`src/rtl/radix2_booth_multiplier.sv`:
```
// Sequential signed multiplier, one radix-2 Booth step per clock.
// Start loads operands; product and ready appear WIDTH cycles later.
module radix2_booth_multiplier #(
  parameter int WIDTH = 8
) (
  input  logic               clk,
  input  logic               rst,
  input  logic [WIDTH-1:0]   ina,
  input  logic [WIDTH-1:0]   inb,
  input  logic               start,
  output logic [2*WIDTH-1:0] out,
  output logic               ready
);

  localparam int CW = $clog2(WIDTH + 1);

  typedef enum logic {
    IDLE = 1'b0,
    BUSY = 1'b1
  } state_t;

  state_t             r_state;
  logic [WIDTH:0]     r_a;
  logic [WIDTH:0]     r_m;
  logic [WIDTH-1:0]   r_q;
  logic               r_q1;
  logic [CW-1:0]      r_cnt;
  logic [2*WIDTH-1:0] r_out;
  logic               r_ready;

  logic [WIDTH:0]     w_sum;
  logic               w_last;

  // A is one bit wider than the operands so A-M never overflows.
  always_comb begin
    w_sum = r_a;
    unique case ({r_q[0], r_q1})
      2'b01:   w_sum = r_a + r_m;
      2'b10:   w_sum = r_a - r_m;
      default: w_sum = r_a;
    endcase
  end

  assign w_last = (r_cnt == CW'(WIDTH - 1));

  always_ff @(posedge clk or posedge rst) begin
    if (rst) begin
      r_state <= IDLE;
      r_a     <= '0;
      r_m     <= '0;
      r_q     <= '0;
      r_q1    <= 1'b0;
      r_cnt   <= '0;
      r_out   <= '0;
      r_ready <= 1'b0;
    end else if (start) begin
      r_state <= BUSY;
      r_a     <= '0;
      r_m     <= {ina[WIDTH-1], ina};
      r_q     <= inb;
      r_q1    <= 1'b0;
      r_cnt   <= '0;
      r_ready <= 1'b0;
    end else begin
      unique case (r_state)
        IDLE: begin
          r_state <= IDLE;
        end
        BUSY: begin
          r_a   <= {w_sum[WIDTH], w_sum[WIDTH:1]};
          r_q   <= {w_sum[0], r_q[WIDTH-1:1]};
          r_q1  <= r_q[0];
          r_cnt <= r_cnt + CW'(1);
          if (w_last) begin
            // Low 2*WIDTH bits of the shifted {A,Q}.
            r_out   <= {w_sum[WIDTH-1:0], r_q[WIDTH-1:0]} >> 1
                       | {w_sum[WIDTH], {(2*WIDTH-1){1'b0}}};
            r_ready <= 1'b1;
            r_state <= IDLE;
          end
        end
        default: r_state <= IDLE;
      endcase
    end
  end

  assign out   = r_out;
  assign ready = r_ready;

endmodule

```
`config.mk`:
```
export PLATFORM = sky130hd
export DESIGN_NAME = radix2_booth_multiplier
export DESIGN_NICKNAME = d
export VERILOG_FILES = /design/src/rtl/radix2_booth_multiplier.sv
export SDC_FILE = /design/constraint.sdc
export NUM_CORES = 1
export LEC_CHECK = 0
export CELL_PAD_IN_SITES_DETAIL_PLACEMENT = 1
export CELL_PAD_IN_SITES_GLOBAL_PLACEMENT = 1
export CORE_ASPECT_RATIO = 0.8
export CORE_MARGIN = 2
export CORE_UTILIZATION = 35
export CTS_CLUSTER_SIZE = 12
export DETAILED_ROUTE_END_ITERATION = 10
export PLACE_DENSITY_LB_ADDON = 0.3
export SLEW_MARGIN = 20
export SYNTH_ARGS = -nofsm -noshare
export SYNTH_HDL_FRONTEND = slang
export SYNTH_SLANG_ARGS = --single-unit
```
`constraint.sdc`:
```
create_clock -name clk -period 2.9 [get_ports clk]
set_input_delay 0.58 -clock clk [delete_from_list [all_inputs] [get_ports clk]]
set_output_delay 0.58 -clock clk [all_outputs]
set_load 0.02 [all_outputs]
```
==> metrics <==
status=completed; total global routing overflow=0; die area=7850 µm²; share of layout cells above drive strength 1=10.3%; P per Cell Area=694 nW/µm²; clock skew=0.0126 ns; Setup CP Type=reg -> reg; crit-path max FO=9; n_diodes=0; Reg area=1180 µm²; max cap viols=0; sequential cell area fraction in the yosys report=47.0%; Avg Vias per Cell=5.02; post-layout minimum cycle time=2.73 ns; Clk pin slew, worst setup/hold paths=0.10 ns; Yosys Warn Count=0; total core area=6890 µm²; # port buffers=35; largest net degree at the start of global routing=48; drt drc=0; R2R Path End=r_a[7]$_DFFE_PP0P_; fmax=0.366 GHz; CP Capture Type=register; WL final=5.34 mm; Final ANT Viol Nets=0; Fin. Hold Viols=0; GPL Wtd Cong=0.825; Cell Area, Synth=2500 µm²; Seq cells post-synth=47; Slew Limit Fails=0; first-pass GRT wire length=9.39 mm; hold_sp=ready$_DFFE_PP0P_; CTS Buffer Depth=2; via count of the first global-routing pass=1883; r2r setup slk=0.17 ns; Post-Synthesis Cells=233; commonest non-fill, non-tap cell in the layout=dfrtp_1; dpl cells=350; Yosys cell types=45; top sig layer=met4; # nets final=301; H-tree levels=2; fillcell total=789; Layout Cells excl Fill=358; crit start category=register; static leakage=1.45 nW; RSZ-0062 raised after global routing=no; drt wl/cell=14.9 µm; critical path launch point=r_q1$_DFFE_PP0P_; endpoints failing setup=0; cells on worst reg2reg path=10; met2 WL post-DR=2.31 mm; number of antenna violations at the first check in global routing=0; fin crit share=94.2%; Ports=36; via count=1798; DR iter-0 viols=39; worst vdd ir=249 µV; met1 wire length=2.77 mm; most frequent cells in the layout=dfrtp_1 (47), clkdlybuf4s50_1 (35), nor2_1 (23), mux2i_1 (17), a21oi_1 (16); area of the multi-input gates=1220 µm²; Hold WS=0.491 ns; Total GRT Usage=15.0%; CTS tree=built; clk sinks=47; Core Rows=27; First-pass DRT Iterations=4; total CTS buffers=5; Die Y=79.7 µm; measured slew at the worst slew-check pin=0.606 ns; Avg Inst Size Synth=10.7 µm²; Slew HR=59.6%; CTS root buffer=clkbuf_8; area grow syn2layout=21.3%; Die X=98.6 µm; Hold Crit Class=reg -> reg; syn_nets=264; critical path required time=3.14 ns; met3 WL post-DR=187 µm; setup tns final=0 ns; Critical Path AT=2.98 ns; worst reg2reg path startpoint=r_q1$_DFFE_PP0P_; hpwl dp=3.99 mm; Worst-Skew Late Latency=0.31 ns; Initial Util=36.3%; Critical Path End=r_a[7]$_DFFE_PP0P_
==> metal layers <==
metal	vias up	global-route usage (%)
li1	877	-
met1	882	21.8
met2	31	22.5
met3	8	3.33
met4	0	4.11
met5	-	0
==> worst max-delay path: stages (launching register included) <==
cell and delay (ns):
dfrtp_1 0.39, inv_1 0.06, ha_2 0.26, mux2_2 0.40, fa_1 0.44, nand2b_1 0.19
a21oi_2 0.18, o22ai_2 0.12, mux2i_2 0.18, or3_1 0.31, a21oi_1 0.14
==> sequential cells by signal (all words and copies together), names as in the netlist <==
signal   count
out         16
r_a          8
r_cnt        4
r_m          8
r_q          8
r_q1         1
r_state      1
ready        1
==> cells in the mapped netlist (all sizes together) <==
| master | number | area share [%] |
|---|---|---|
| dfrtp | 47 | 47 |
| nor2 | 23 | 3.4 |
| mux2i | 18 | 7.3 |
| a21oi | 17 | 3.5 |
| mux2 | 15 | 6.7 |
| o21ai | 15 | 3.0 |
| nand2 | 14 | 2.1 |
| ha | 11 | 5.5 |
| xnor2 | 11 | 3.8 |
| inv | 10 | 1.5 |
| buf | 8 | 2.2 |
| a211oi | 6 | 1.8 |
| nor2b | 5 | 1.3 |
| xor2 | 5 | 1.7 |
| nand2b | 4 | 1.0 |
| clkbuf | 3 | 0.45 |
| nor3 | 3 | 0.80 |
| a21o | 2 | 0.60 |
| a2111o | 1 | 0.45 |
| a211o | 1 | 0.35 |
| a311oi | 1 | 0.35 |
| a31o | 1 | 0.35 |
| a41o | 1 | 0.40 |
| a41oi | 1 | 0.35 |
| and3 | 1 | 0.25 |
| and3b | 1 | 0.35 |
| clkinvlp | 1 | 0.20 |
| fa | 1 | 0.80 |
| nand4 | 1 | 0.25 |
| nor4 | 1 | 0.50 |
| o211ai | 1 | 0.30 |
| o21a | 1 | 0.35 |
| o22ai | 1 | 0.50 |
| or3 | 1 | 0.25 |
==> logic make-up after synthesis <==
kind of cell | synth area share, %
XOR/XNOR | 5.60
AO/OA/AOI/OAI | 12.3
buffers and inverters | 4.40
adder cells (fa/ha/maj) | 6.30
AND/OR/NAND/NOR | 10.3
multiplexers | 14.1
flip-flops | 47.0
==> through the flow <==
stage / util (%) / power [mW] / instance area [µm²] / worst slack, ns
floorplan: - / 1.44 / 2500 / 0.381
global placement: 42.7 / 1.67 / 2940 / 0.215
detailed placement: 42.7 / 1.70 / 2940 / 0.0712
CTS: 44.0 / 2.14 / 3040 / 0.0552
global route: 44.1 / 2.26 / 3040 / 0.00287
finish: 44.1 / 2.11 / 3040 / 0.169
==> repair_timing <==
action / in CTS / in global routing
buffers inserted: 0 / 0
resized for setup: 0 / 1
setup endpoints to repair: 0 / 4
hold buffers: 0 / 0
endpoints found under the hold margin: 0 / 0
==> layout make-up <==
class,instances,area share [%]
multi-input combinational,164,40.2
inverter,11,1.40
clock inverter,3,0.865
sequential,47,38.7
timing repair buffer,41,13.0
clock buffer,5,2.27
tap,87,3.58
==> report_power, final <==
group / internal, mW / switching, mW / total, mW
Clock: 0.178 / 0.252 / 0.430
Sequential: 0.759 / 0.0854 / 0.844
Combinational: 0.395 / 0.439 / 0.834
Total: 1.33 / 0.776 / 2.11
==> worst min-delay path by stage <==
stage	end	slack [ns]	cells past startpoint
2_1_floorplan	out[0]$_DFFE_PP0P_	0.49	1
3_3_place_gp	ready$_DFFE_PP0P_	0.46	1
3_5_place_dp	out[2]$_DFFE_PP0P_	0.48	1
4_1_cts	ready$_DFFE_PP0P_	0.50	1
5_1_grt	ready$_DFFE_PP0P_	0.52	1
6_report	ready$_DFFE_PP0P_	0.49	1
Note: power is estimated with default switching activity, not from simulation.
